File: src/rtl/alu_operand_fetch_if.sv
// Decoder-to-ALU operand fetch bus: instruction offer, write-back strobe and
// registered operand pair with valid/ready handshake.
interface alu_operand_fetch_if #(
    parameter int unsigned AW = 2,
    parameter int unsigned DW = 8
);
    logic          in_valid;
    logic          in_ready;
    logic [AW-1:0] in_rs;
    logic [AW-1:0] in_rt;
    logic          in_use_imm;
    logic [DW-1:0] in_imm;
    logic          in_wr;
    logic [AW-1:0] in_rd;
    logic          wb_en;
    logic [AW-1:0] wb_addr;
    logic [DW-1:0] wb_data;
    logic          out_valid;
    logic          out_ready;
    logic [DW-1:0] data1;
    logic [DW-1:0] data2;

    modport master (
        output in_valid, in_rs, in_rt, in_use_imm, in_imm, in_wr, in_rd,
        output wb_en, wb_addr, wb_data, out_ready,
        input  in_ready, out_valid, data1, data2
    );

    modport slave (
        input  in_valid, in_rs, in_rt, in_use_imm, in_imm, in_wr, in_rd,
        input  wb_en, wb_addr, wb_data, out_ready,
        output in_ready, out_valid, data1, data2
    );
endinterface

File: src/rtl/alu_operand_fetch.sv
// Operand-fetch stage: register file, pending scoreboard, write-back forwarding
// and a one-entry registered operand buffer feeding the ALU.
module alu_operand_fetch #(
    parameter int unsigned NREG = 4,
    parameter int unsigned AW   = 2,
    parameter int unsigned DW   = 8
) (
    input logic             clk,
    input logic             rst_n,
    alu_operand_fetch_if.slave bus
);

    typedef enum logic [0:0] {
        EMPTY = 1'b0,
        FULL  = 1'b1
    } state_t;

    state_t          state;
    logic [DW-1:0]   rf [NREG];
    logic [NREG-1:0] pending;
    logic [NREG-1:0] pending_nxt;

    logic          wb_hit_s;
    logic          wb_hit_t;
    logic [DW-1:0] fwd_s;
    logic [DW-1:0] fwd_t;
    logic          hz_s;
    logic          hz_t;
    logic          out_valid_c;
    logic          accept;

    assign out_valid_c   = (state == FULL);
    assign bus.out_valid = out_valid_c;

    // Forwarding and hazard detection for both source ports
    always_comb begin
        wb_hit_s = bus.wb_en && (bus.wb_addr == bus.in_rs);
        wb_hit_t = bus.wb_en && (bus.wb_addr == bus.in_rt);
        fwd_s    = wb_hit_s ? bus.wb_data : rf[bus.in_rs];
        fwd_t    = wb_hit_t ? bus.wb_data : rf[bus.in_rt];
        hz_s     = pending[bus.in_rs] && !wb_hit_s;
        hz_t     = !bus.in_use_imm && pending[bus.in_rt] && !wb_hit_t;
    end

    assign bus.in_ready = (!out_valid_c || bus.out_ready) && !(hz_s || hz_t);
    assign accept       = bus.in_valid && bus.in_ready;

    // Write-back clears first so an accepted writer to the same register wins
    always_comb begin
        pending_nxt = pending;
        if (bus.wb_en) begin
            pending_nxt[bus.wb_addr] = 1'b0;
        end
        if (accept && bus.in_wr) begin
            pending_nxt[bus.in_rd] = 1'b1;
        end
    end

    always_ff @(posedge clk or negedge rst_n) begin
        if (!rst_n) begin
            pending <= '0;
            for (int unsigned i = 0; i < NREG; i++) begin
                rf[i] <= '0;
            end
        end else begin
            pending <= pending_nxt;
            if (bus.wb_en) begin
                rf[bus.wb_addr] <= bus.wb_data;
            end
        end
    end

    // Output buffer state machine; operands change only on accept
    always_ff @(posedge clk or negedge rst_n) begin
        if (!rst_n) begin
            state     <= EMPTY;
            bus.data1 <= '0;
            bus.data2 <= '0;
        end else begin
            unique case (state)
                EMPTY: begin
                    if (accept) begin
                        state <= FULL;
                    end
                end
                FULL: begin
                    if (!accept && bus.out_ready) begin
                        state <= EMPTY;
                    end
                end
                default: state <= EMPTY;
            endcase
            if (accept) begin
                bus.data1 <= fwd_s;
                bus.data2 <= bus.in_use_imm ? bus.in_imm : fwd_t;
            end
        end
    end

endmodule

File: src/flat_wrapper.sv
// flat-port wrapper written by rule: the top's interface ports become plain ports
module alu_operand_fetch_flat 
#(
    parameter int unsigned NREG = 4,
    parameter int unsigned AW   = 2,
    parameter int unsigned DW   = 8
)
  (clk, rst_n, bus_in_valid, bus_in_rs, bus_in_rt, bus_in_use_imm, bus_in_imm, bus_in_wr, bus_in_rd, bus_wb_en, bus_wb_addr, bus_wb_data, bus_out_ready, bus_in_ready, bus_out_valid, bus_data1, bus_data2);
  alu_operand_fetch_if #(.AW(AW), .DW(DW)) bus_i ();
  input logic clk;
  input logic rst_n;
  input wire logic [$bits(bus_i.in_valid)-1:0] bus_in_valid;
  input wire logic [$bits(bus_i.in_rs)-1:0] bus_in_rs;
  input wire logic [$bits(bus_i.in_rt)-1:0] bus_in_rt;
  input wire logic [$bits(bus_i.in_use_imm)-1:0] bus_in_use_imm;
  input wire logic [$bits(bus_i.in_imm)-1:0] bus_in_imm;
  input wire logic [$bits(bus_i.in_wr)-1:0] bus_in_wr;
  input wire logic [$bits(bus_i.in_rd)-1:0] bus_in_rd;
  input wire logic [$bits(bus_i.wb_en)-1:0] bus_wb_en;
  input wire logic [$bits(bus_i.wb_addr)-1:0] bus_wb_addr;
  input wire logic [$bits(bus_i.wb_data)-1:0] bus_wb_data;
  input wire logic [$bits(bus_i.out_ready)-1:0] bus_out_ready;
  output wire logic [$bits(bus_i.in_ready)-1:0] bus_in_ready;
  output wire logic [$bits(bus_i.out_valid)-1:0] bus_out_valid;
  output wire logic [$bits(bus_i.data1)-1:0] bus_data1;
  output wire logic [$bits(bus_i.data2)-1:0] bus_data2;
  assign bus_i.in_valid = bus_in_valid;
  assign bus_i.in_rs = bus_in_rs;
  assign bus_i.in_rt = bus_in_rt;
  assign bus_i.in_use_imm = bus_in_use_imm;
  assign bus_i.in_imm = bus_in_imm;
  assign bus_i.in_wr = bus_in_wr;
  assign bus_i.in_rd = bus_in_rd;
  assign bus_i.wb_en = bus_wb_en;
  assign bus_i.wb_addr = bus_wb_addr;
  assign bus_i.wb_data = bus_wb_data;
  assign bus_i.out_ready = bus_out_ready;
  assign bus_in_ready = bus_i.in_ready;
  assign bus_out_valid = bus_i.out_valid;
  assign bus_data1 = bus_i.data1;
  assign bus_data2 = bus_i.data2;
  alu_operand_fetch #(.NREG(NREG), .AW(AW), .DW(DW)) u_core (.clk(clk), .rst_n(rst_n), .bus(bus_i));
endmodule
File: config.mk
export PLATFORM = sky130hd
export DESIGN_NAME = alu_operand_fetch_flat
export DESIGN_NICKNAME = d
export VERILOG_FILES = /design/src/rtl/alu_operand_fetch_if.sv /design/src/rtl/alu_operand_fetch.sv /design/src/flat_wrapper.sv
export SDC_FILE = /design/constraint.sdc
export NUM_CORES = 1
export LEC_CHECK = 0
export ABC_AREA = 1
export CAP_MARGIN = 15
export CORE_MARGIN = 4
export CORE_UTILIZATION = 34
export DETAILED_ROUTE_END_ITERATION = 10
export PLACE_DENSITY = 0.62
export SLEW_MARGIN = 20
export SYNTH_ARGS = -nofsm -noshare
export SYNTH_HDL_FRONTEND = slang
export SYNTH_SLANG_ARGS = --single-unit
File: constraint.sdc
create_clock -name clk -period 6.8 [get_ports clk]
set_input_delay 2.04 -clock clk [delete_from_list [all_inputs] [get_ports clk]]
set_output_delay 2.04 -clock clk [all_outputs]
set_load 0.03 [all_outputs]
[Word level (Yosys, flattened, before mapping)]
Index checks and enable logic that the tools add are counted.
Storage, ports and cells
  output and inout bits: 18
  flip-flop bits (word level): 53
Cells by class
  mux-type cells: 25
  order comparisons: 10
  bitwise gates (word level): 7
  reductions and logical operators: 20
  eq/ne operators: 2
Operators with widths (count)
  $mux W8: 8
  $bmux W8 S2: 2
  $bwmux W32: 1
  $demux W8 S2: 1
  $logic_and A1 B1 Y1: 12
  $lt A2 B3 Y1 const B: 4
  $ge A3 B3 Y1 const B: 3
  $not A2 Y3: 3
  $mux W4: 2
  $logic_not A1 Y1: 6
  $mux W1: 6
  $and A4 B4 Y4: 1
  $bmux W1 S2: 2
  $demux W1 S2: 2
  $eq A2 B2 Y1: 2
  $ge A2 B1 Y1 const B: 2
  $not A4 Y4: 1
  $or A4 B4 Y4: 1
  $lt A3 B1 Y1 const B: 1
  $logic_or A1 B1 Y1: 2
  $pmux W1 S2: 1
  $not A1 Y1: 1

[Logic depth before layout (Yosys ltp)]
  word-level depth: 12
  mapped depth: 12
  depth with buffers taken out: 10

[Worst setup path before layout]
OpenSTA, ideal clock, no wires.
  path type: input -> output
  start: input port bus_in_rs[0]
  end: output port bus_in_ready
  setup slack: 1.779 ns
  stages: 8
  data arrival time: 2.981 ns
  cells stage by stage: buf_2 -> inv_2 -> a21oi_1 -> nand3_2 -> nand2_1 -> nand2_2 -> nor2_4 -> buf_4
On the way
  cells in the longest elaborated chain, start to end: 7
  elaborated cells between the ends (all ways): 9
Ends and longest elaborated chain
  from (decl): line flat_wrapper.sv:13  | input wire logic [$bits(bus_i.in_rs)-1:0] bus_in_rs;
  $eq A2 B2 Y1: line alu_operand_fetch.sv:37  | wb_hit_s = bus.wb_en && (bus.wb_addr == bus.in_rs);
  $logic_and A1 B1 Y1: line alu_operand_fetch.sv:37
  $logic_not A1 Y1: line alu_operand_fetch.sv:41  | hz_s = pending[bus.in_rs] && !wb_hit_s;
  $logic_and A1 B1 Y1 *: line alu_operand_fetch.sv:41
  $logic_or A1 B1 Y1 *: line alu_operand_fetch.sv:45  | assign bus.in_ready = (!out_valid_c || bus.out_ready) && !(hz_s || hz_t);
  $logic_not A1 Y1 *: line alu_operand_fetch.sv:45
  $logic_and A1 B1 Y1 *: line alu_operand_fetch.sv:45
  to (decl): line flat_wrapper.sv:23  | output wire logic [$bits(bus_i.in_ready)-1:0] bus_in_ready;
Mark *: on every way between the ends. The rest lies on a longest branch, timed or not. The select of a mux whose other input is x is not followed.

[Final worst setup path]
  start: input port bus_in_rs[1]
  end: output port bus_in_ready
The elaborated chain is that of the path after synthesis.

==> summary.md <==
The flow ran to the end, and the final reports show no timing, DRC or antenna violations. Yosys printed 0 warnings. The overall overflow remaining after global route was 0; the number of enable-type register cells in the synthesized netlist was 0. For the worst setup path, the data arrival time is 3960 ps. The layout-stage area growth over the synthesis result came out at 22.1%. Among all flip-flop cells after synthesis, the most frequent one is sky130_fd_sc_hd__dfrtp_1. The via count of the first global-routing pass is 2780, and the synthesized netlist net count is 468. The power share of the combinational group is 34.4%, and the first-pass detailed-route iteration total is 5.

Setup repair after global routing left no endpoint under its margin. The logs give 0 for the number of hold violations in the final report and 0 for the number of nets with antenna violations after detailed routing. The min-delay analysis places its worst path in the category reg2reg.

The final weighted congestion of routability-driven global placement was 0.887; the pin count of the biggest net entering global routing was 54. For the worst-skew pair, the clock arrives at the later sink with an insertion delay of 310 ps. At the end of the flow the core is filled with cells to 42.4%.

Clock-pin slew was measured on the worst setup and hold paths at 100 ps. The internal portion of the total power is 0.633 mW. In this run the core area contains 34 standard-cell rows. Dividing the detail-routed wire length by the instance count gives 15.0 µm.

The part of the total power dissipated in the clock network was 22.7%. The run gives 0 as the max-capacitance violation count. Critical-path maximum fanout: 12.

Yosys attributes the largest share of cell area to sky130_fd_sc_hd__dfrtp_1 44%, sky130_fd_sc_hd__nand2_1 22%, sky130_fd_sc_hd__nand3_1 9.3%. The final layout contains routed wiring with a total length of 8760 µm. The clock arrives with 9.58 ps of skew. The tools report the number of antenna violations at the first check in global routing as 0.

Fraction of final layout cells sized beyond drive strength 1: 5.65%. TritonCTS built the clock tree. In this run the deepest clock path goes through 2 buffers.

The number of placed instances, taps included, is 578. The logs give 10400 µm² for the die footprint and 0 for the count of endpoints failing setup in the final report. The leading area contributor after synthesis was sky130_fd_sc_hd__dfrtp_1. The synthesized instance count came out at 437.

Transition time at the pin with the least slew margin: 812 ps. The initial utilization of the core area, before any placement, comes to 34.7%. The count of clock tree sinks was 53; the share of async-settable or async-resettable flops after synthesis was 100%. The worst path in the final design needs a cycle of 6000 ps, including I/O delays and setup. Post-detailed-placement cell area: 3550 µm². The total inserted antenna cells is 0. Yosys instantiated no cell more often than sky130_fd_sc_hd__nand2_1.

The number of input and output port buffers inserted came out at 48. The max-slew violation total from the final report was 0; the H-tree depth was 2. The finished layout holds 586 standard cells, fillers aside. The cell sitting at the root of the clock tree is a sky130_fd_sc_hd__clkbuf_8. The detailed router placed 2910 vias in this run.

The first-pass GRT wire length was 14000 µm; the overall global routing resource usage was 17.4%. After detailed routing, the number of vias per cell comes to 4.97. The analysis attributes to net switching a power of 0.357 mW.

Setup slack closes at 801 ps. The run gives 0.0926 mV as the worst ir drop on vdd. The netlist uses 22 different library cells. In this run the power density over the cells is 270 nW/µm². On the final layout, the worst hold slack is 476 ps.

The average cell area after synthesis is 6.87 µm², and the total design power is 0.990 mW. The count of pins on the block boundary is 49. The commonest cells after synthesis are 179 x sky130_fd_sc_hd__nand2_1, 56 x sky130_fd_sc_hd__nand3_1, 53 x sky130_fd_sc_hd__dfrtp_1.

The total area inside the core boundary comes to 8640 µm². The logs give 1.87 nW for the leakage power and 0 for the number of hold-repair buffers added at the cts stage. The synthesized cell area came out at 3000 µm². The first routing iteration left 145 violations. Measured along the x axis, the die boundary spans 102 µm.

The post-synthesis sequential element count is 53, and the height of the die is 102 µm. The logs give 45.7% for the worst max-slew margin expressed relative to the limit and 0 for the number of cells upsized or downsized after cts. The worst setup path is launched from an input pin.

The critical path in this run is classified as in2out. Summed over all failing endpoints, the final setup total negative slack is 0 ps. Per report_power, the sequential group accounts for 42.9% of the total.

STA puts the critical path data required time at 4760 ps. The number of CTS-inserted buffers was 5; the area share of the largest cell type after synthesis was 44.2%. The worst setup path is captured at an output port. At the end of the flow, the number of nets in the layout was 508.

The HPWL after detailed placement is 6430 µm. Sequential cells were found to cover 44.2% of the synthesized design area. The proportion of total power due to net switching is 36.1%, and the final standard cell area without fillers is 3660 µm². In the finished design, the share of the clock period the worst path needs comes to 88.2%. The logs give 0 for the number of buffers added for setup after CTS and 815 ps for the pre-CTS setup slack. Timing would allow up to 0.167 GHz. After detailed routing, the number of remaining DRC violations is 0.
-- area by class of cell --
cell class / count / area [µm²]
well taps: 108 / 135
repair buffers: 53 / 510
fillers: 908 / 4970
multi-input cells: 325 / 1430
clock buffers: 7 / 86.3
clock inverters: 1 / 30.0
inverters: 39 / 146
flip-flops and latches: 53 / 1330
-- logic make-up (layout without fill, tap and decap cells) --
kind of cell,Yosys count,after routing,synth area share (%)
simple gates,262,262,36.9
compound gates,63,63,10.7
flops,53,53,44.2
buf+inv,59,100,8.13
-- registers in the layout (all words and copies together) (netlist names) --
signal / cells
u_core.bus.data1: 8
u_core.rf: 32
u_core.bus.out_valid: 1
u_core.pending: 4
u_core.bus.data2: 8
-- cells in the final DEF (no fill, tap or decap), drive strengths merged --
master / count
a21oi: 7
and2: 1
buf: 7
bufinv: 1
clkbuf: 7
clkdlybuf4s50: 46
clkinv: 1
dfrtp: 53
inv: 38
nand2: 182
nand3: 58
nand4: 4
nor2: 17
o21ai: 51
o22ai: 5
-- power groups by stage --
stage / clock [mW] / sequential [mW] / combinational (mW)
floorplan: 0 / 0.483 / 0.149
global route: 0.243 / 0.435 / 0.378
finish: 0.224 / 0.425 / 0.341
detailed placement: 0 / 0.431 / 0.343
CTS: 0.230 / 0.425 / 0.344
global placement: 0 / 0.430 / 0.339
-- final timing paths --
path                                startpoint                    to  slack (ps)  depth (start not counted)
setup / recovery                  bus_in_rs[1]          bus_in_ready         800                          9
hold / removal             u_core.bus.data1[1]   u_core.bus.data1[1]         480                          2
setup reg to reg             u_core.pending[2]   u_core.bus.data2[2]        5090                         11
hold reg to reg            u_core.bus.data1[1]   u_core.bus.data1[1]         480                          2
max in group asynchronous                rst_n  u_core.bus.out_valid        4490                          2
min in group asynchronous                rst_n         u_core.rf[11]        1830                          2
-- worst max-delay path, stage by stage --
cell	delay, ps
sky130_fd_sc_hd__clkdlybuf4s50_1	620
sky130_fd_sc_hd__inv_1	340
sky130_fd_sc_hd__nand2_1	110
sky130_fd_sc_hd__nand2_2	140
sky130_fd_sc_hd__nand3_2	220
sky130_fd_sc_hd__nand2_1	140
sky130_fd_sc_hd__nand2_2	70
sky130_fd_sc_hd__nor2_4	110
sky130_fd_sc_hd__buf_4	160
-- per-layer routing --
layer	vias up	global-route usage [%]	wire length (µm)
met5	-	0	0
li1	1470	-	-
met1	1329	25.2	4120
met2	87	25.8	3760
met4	0	6.66	251
met3	24	3.48	636
(Power assumes the default switching activity.)
==> edit 1 (same settings) <==
`pending` no longer has a reset.
--- a/src/rtl/alu_operand_fetch.sv
+++ b/src/rtl/alu_operand_fetch.sv
@@ -58,16 +58,18 @@
 
     always_ff @(posedge clk or negedge rst_n) begin
         if (!rst_n) begin
-            pending <= '0;
             for (int unsigned i = 0; i < NREG; i++) begin
                 rf[i] <= '0;
             end
         end else begin
-            pending <= pending_nxt;
             if (bus.wb_en) begin
                 rf[bus.wb_addr] <= bus.wb_data;
             end
         end
+    end
+
+    always_ff @(posedge clk) begin
+        pending <= pending_nxt;
     end
 
     // Output buffer state machine; operands change only on accept
Check against the original RTL: not equivalent (a bounded check fails within 4 cycles, from zero or initial values and one cycle with rst_n low).
==> edit 1 against the original RTL <==
- final area is 0.82% lower
- wire length is 0.87% lower
- power is 0.96% lower
- via count is 2.5% higher
- sequential share of layout area is 0.25 points lower
- hold slack worse by 0.015 ns
- synthesized area is 0.67% lower
- fmax is 1.9% higher
- utilization is 0.93 points higher
- count of clock-buffer cells in the layout is 1 lower
- setup slack better by 0.11 ns
- sequential cell count stayed put
- critical path type unchanged
- critical endpoint unchanged
- largest cell class unchanged
- highest routed layer unchanged
==> edit 1: results (changes against the original RTL) <==
| Metric | Value |
|---|---|
| Status | `complete, no violations (unchanged)` |
| Synth Area in Compound Gates | `10.8% (was 10.7%)` |
| Synth top area cells | `dfrtp_1 (41%), nand2_1 (23%), nand3_1 (9.4%) (was dfrtp_1 (44%), nand2_1 (22%), nand3_1 (9.3%))` |
| CLK BUF | `6 (was 7)` |
| Seq_cells | `53 (unchanged)` |
| Wire length on met3 | `633 microns (was 636 microns)` |
| Synth cell count leaders | `nand2_1 (179), nand3_1 (56), o21ai_0 (51), dfrtp_1 (49), inv_1 (33) (was nand2_1 (179), nand3_1 (56), dfrtp_1 (53), o21ai_0 (51), inv_1 (33))` |
| First-pass GRT wire length | `14,300 microns (was 14,000 microns)` |
| Crit-path max cell delay | `0.39 ns (was 0.62 ns)` |
| Seq area share | `35.9% (was 36.2%)` |
| GPL Wtd Cong | `0.851 (was 0.887)` |
| M3 GR Usage | `2.96% (was 3.48%)` |
| CP arrival | `3.85 ns (was 3.96 ns)` |
| Tightest Pin Transition | `0.775 ns (was 0.812 ns)` |
| Drt first pass iters | `6 (was 5)` |
| WL/cell | `14.9 microns (was 15.0 microns)` |
| M2 GR Usage | `28.7% (was 25.8%)` |
| Dpl cell area | `0.00352 sq mm (was 0.00355 sq mm)` |
| DP Wirelength | `6250 microns (was 6430 microns)` |
| Final non-clock buffer share | `14.1% (was 13.9%)` |
| Static leakage | `1.84 nW (was 1.87 nW)` |
| Metal2 WL | `4030 microns (was 3760 microns)` |
| Fraction of area in multi-input gates | `39.3% (was 39.0%)` |
| Via-to-Cell Ratio | `5.11 (was 4.97)` |
| # fillers | `854 (was 908)` |
[edit 1: stage by stage]
step,setup WS (ns),hold slack (ns),instances
3_5_place_dp,0.958,0.444,575
6_report,0.911,0.461,583
3_3_place_gp,0.983,0.444,575
2_1_floorplan,1.78,0.427,437
4_1_cts,0.941,0.467,583
5_1_grt,0.726,0.489,583
[edit 1: report_power, final]
group	internal, W	switching, W	total [W]
clock	0.000110	0.000108	0.000218
combinational	0.000132	0.000207	0.000339
sequential	0.000380	0.0000435	0.000424
[edit 1: path summary, 6_finish.rpt]
kind / from / end / cells past startpoint
max: bus_in_rs[1] / bus_in_ready / 10
max in group asynchronous: rst_n / u_core.bus.data1[7] / 1
min: u_core.pending[0] / u_core.pending[0] / 2
min reg2reg: u_core.pending[0] / u_core.pending[0] / 2
min in group asynchronous: rst_n / u_core.rf[27] / 1
max reg2reg: u_core.pending[3] / u_core.bus.data2[6] / 11
[edit 1: worst min-delay path: stages (launching register included)]
cell and delay (ns):
dfxtp_1 0.32, nand2_1 0.06, nand2_1 0.05
==> edit 2 (same settings) <==
Made on the original files. `AW` is set to 2 in 3 places; all go to 3.
--- a/src/rtl/alu_operand_fetch_if.sv
+++ b/src/rtl/alu_operand_fetch_if.sv
@@ -1,7 +1,7 @@
 // Decoder-to-ALU operand fetch bus: instruction offer, write-back strobe and
 // registered operand pair with valid/ready handshake.
 interface alu_operand_fetch_if #(
-    parameter int unsigned AW = 2,
+    parameter int unsigned AW = 3,
     parameter int unsigned DW = 8
 );
     logic          in_valid;
--- a/src/rtl/alu_operand_fetch.sv
+++ b/src/rtl/alu_operand_fetch.sv
@@ -2,7 +2,7 @@
 // and a one-entry registered operand buffer feeding the ALU.
 module alu_operand_fetch #(
     parameter int unsigned NREG = 4,
-    parameter int unsigned AW   = 2,
+    parameter int unsigned AW   = 3,
     parameter int unsigned DW   = 8
 ) (
     input logic             clk,
--- a/src/flat_wrapper.sv
+++ b/src/flat_wrapper.sv
@@ -2,7 +2,7 @@
 module alu_operand_fetch_flat 
 #(
     parameter int unsigned NREG = 4,
-    parameter int unsigned AW   = 2,
+    parameter int unsigned AW   = 3,
     parameter int unsigned DW   = 8
 )
   (clk, rst_n, bus_in_valid, bus_in_rs, bus_in_rt, bus_in_use_imm, bus_in_imm, bus_in_wr, bus_in_rd, bus_wb_en, bus_wb_addr, bus_wb_data, bus_out_ready, bus_in_ready, bus_out_valid, bus_data1, bus_data2);
Interface: changed (resized bus_in_rd, bus_in_rs, bus_in_rt and bus_wb_addr); port bits go from 49 to 53. The function was not compared with the original's and may differ.
==> edit 2 against the original RTL <==
- non-clock buffer count increased by 3
- wire length shrank 1.9%
- final area increased by 1.7%
- count of clock-buffer cells in the layout shrank 1
- clock skew decreased by 0.0048 ns
- critical path type unchanged
- sequential share of layout area fell by 0.60 points
- critical path depth is 2 higher
- largest power group unchanged
- sequential cell count unchanged
- hold slack improved by 0.0096 ns
- synthesized area up 2.0%
- setup slack better by 0.053 ns
- power fell by 4.2%
==> edit 2: results (changes against the original RTL) <==
| Metric | Value |
|---|---|
| Status | `complete, no violations (unchanged)` |
| Hold wc startpoint | `u_core.bus.data1[0] (was u_core.bus.data1[1])` |
| GPL Wtd Cong | `0.910 (was 0.887)` |
| Layout cells sized above 1 | `4.83% (was 5.65%)` |
| Layout Skew | `0.00478 ns (was 0.00958 ns)` |
| CP Max Fanout | `21 (was 12)` |
| Synth top area cells | `dfrtp_1 (43%), nand2_1 (21%), o21ai_0 (10%) (was dfrtp_1 (44%), nand2_1 (22%), nand3_1 (9.3%))` |
| Largest net degree at the start of global routing | `54 (unchanged)` |
| Vias in the first global route | `2,951 (was 2,780)` |
| Dpl ws | `0.884 ns (was 0.815 ns)` |
| First-pass GRT wire length | `14,300 microns (was 14,000 microns)` |
| Via count | `3,074 (was 2,910)` |
| Reg2Reg Setup Slack | `5.11 ns (was 5.09 ns)` |
| Fin nets | `531 (was 508)` |
| Unique masters post-synth | `20 (was 22)` |
| Syn_nets | `488 (was 468)` |
| Static leakage | `1.90 nW (was 1.87 nW)` |
| Hold slack final | `0.486 ns (was 0.476 ns)` |
| Max_slew headroom | `45.6% (was 45.7%)` |
| PortBufs | `52 (was 48)` |
| WL/cell | `14.2 microns (was 15.0 microns)` |
| Synth cell count leaders | `nand2_1 (172), o21ai_0 (61), nand3_1 (60), dfrtp_1 (53), inv_1 (41) (was nand2_1 (179), nand3_1 (56), dfrtp_1 (53), o21ai_0 (51), inv_1 (33))` |
| CP arrival | `3.91 ns (was 3.96 ns)` |
| DP Wirelength | `6410 microns (was 6430 microns)` |
| Peak supply drop | `126 uV (was 92.6 uV)` |
| GRT Total Usage | `17.0% (was 17.4%)` |
-- edit 2: final cells by class --
type	instances	area [sq um]
Sequential cell	53	1330
Fill cell	922	4990
Inverter	47	176
Clock buffer	6	72.6
Tap cell	108	135
Clock inverter	2	10.0
Timing Repair Buffer	56	543
Multi-Input combinational cell	333	1460
-- edit 2: logic make-up (layout without fill, tap and decap cells) --
family          count (synthesis)  in the layout  share of synthesized area [%]
buf+inv                        67            111                           8.83
simple gates                  255            255                           35.1
flops                          53             53                           43.4
compound gates                 78             78                           12.8
-- edit 2: layer usage --
layer	GRT usage (%)	routed length, microns
met2	27.1	3930
met1	23.7	3900
met4	4.78	184
met5	0	0
met3	3.32	585
-- edit 2: power breakdown --
group | switching [W] | internal [W]
Sequential | 0.0000471 | 0.000385
Combinational | 0.000211 | 0.000134
Clock | 0.000100 | 0.0000717
-- edit 2: critical path, stage by stage --
cell and delay (ns):
clkdlybuf4s50_1 0.46, buf_4 0.22, inv_2 0.16, nand2_1 0.09, nand2_1 0.06, nor2_2 0.21, nand2_2 0.20, nand2_1 0.10
nand2_1 0.08, nor2_4 0.11, buf_4 0.17
-- edit 2: worst max-delay path by stage --
stage	from	end	slack [ns]	depth (start not counted)
detailed placement	bus_in_rs[0]	bus_in_ready	0.88	11
finish	bus_in_rs[0]	bus_in_ready	0.85	11
global placement	bus_in_rs[0]	bus_in_ready	0.95	11
floorplan	bus_in_rt[0]	bus_in_ready	1.82	8
CTS	bus_in_rs[0]	bus_in_ready	0.87	11
global route	bus_in_rs[0]	bus_in_ready	0.69	11
-- edit 2: stage by stage --
stage	std cells	total power, W	area (sq um)
5_1_grt	605	0.00102	3730
2_1_floorplan	453	0.000641	3060
3_3_place_gp	597	0.000779	3640
6_report	605	0.000948	3730
4_1_cts	605	0.000957	3730
3_5_place_dp	597	0.000784	3640
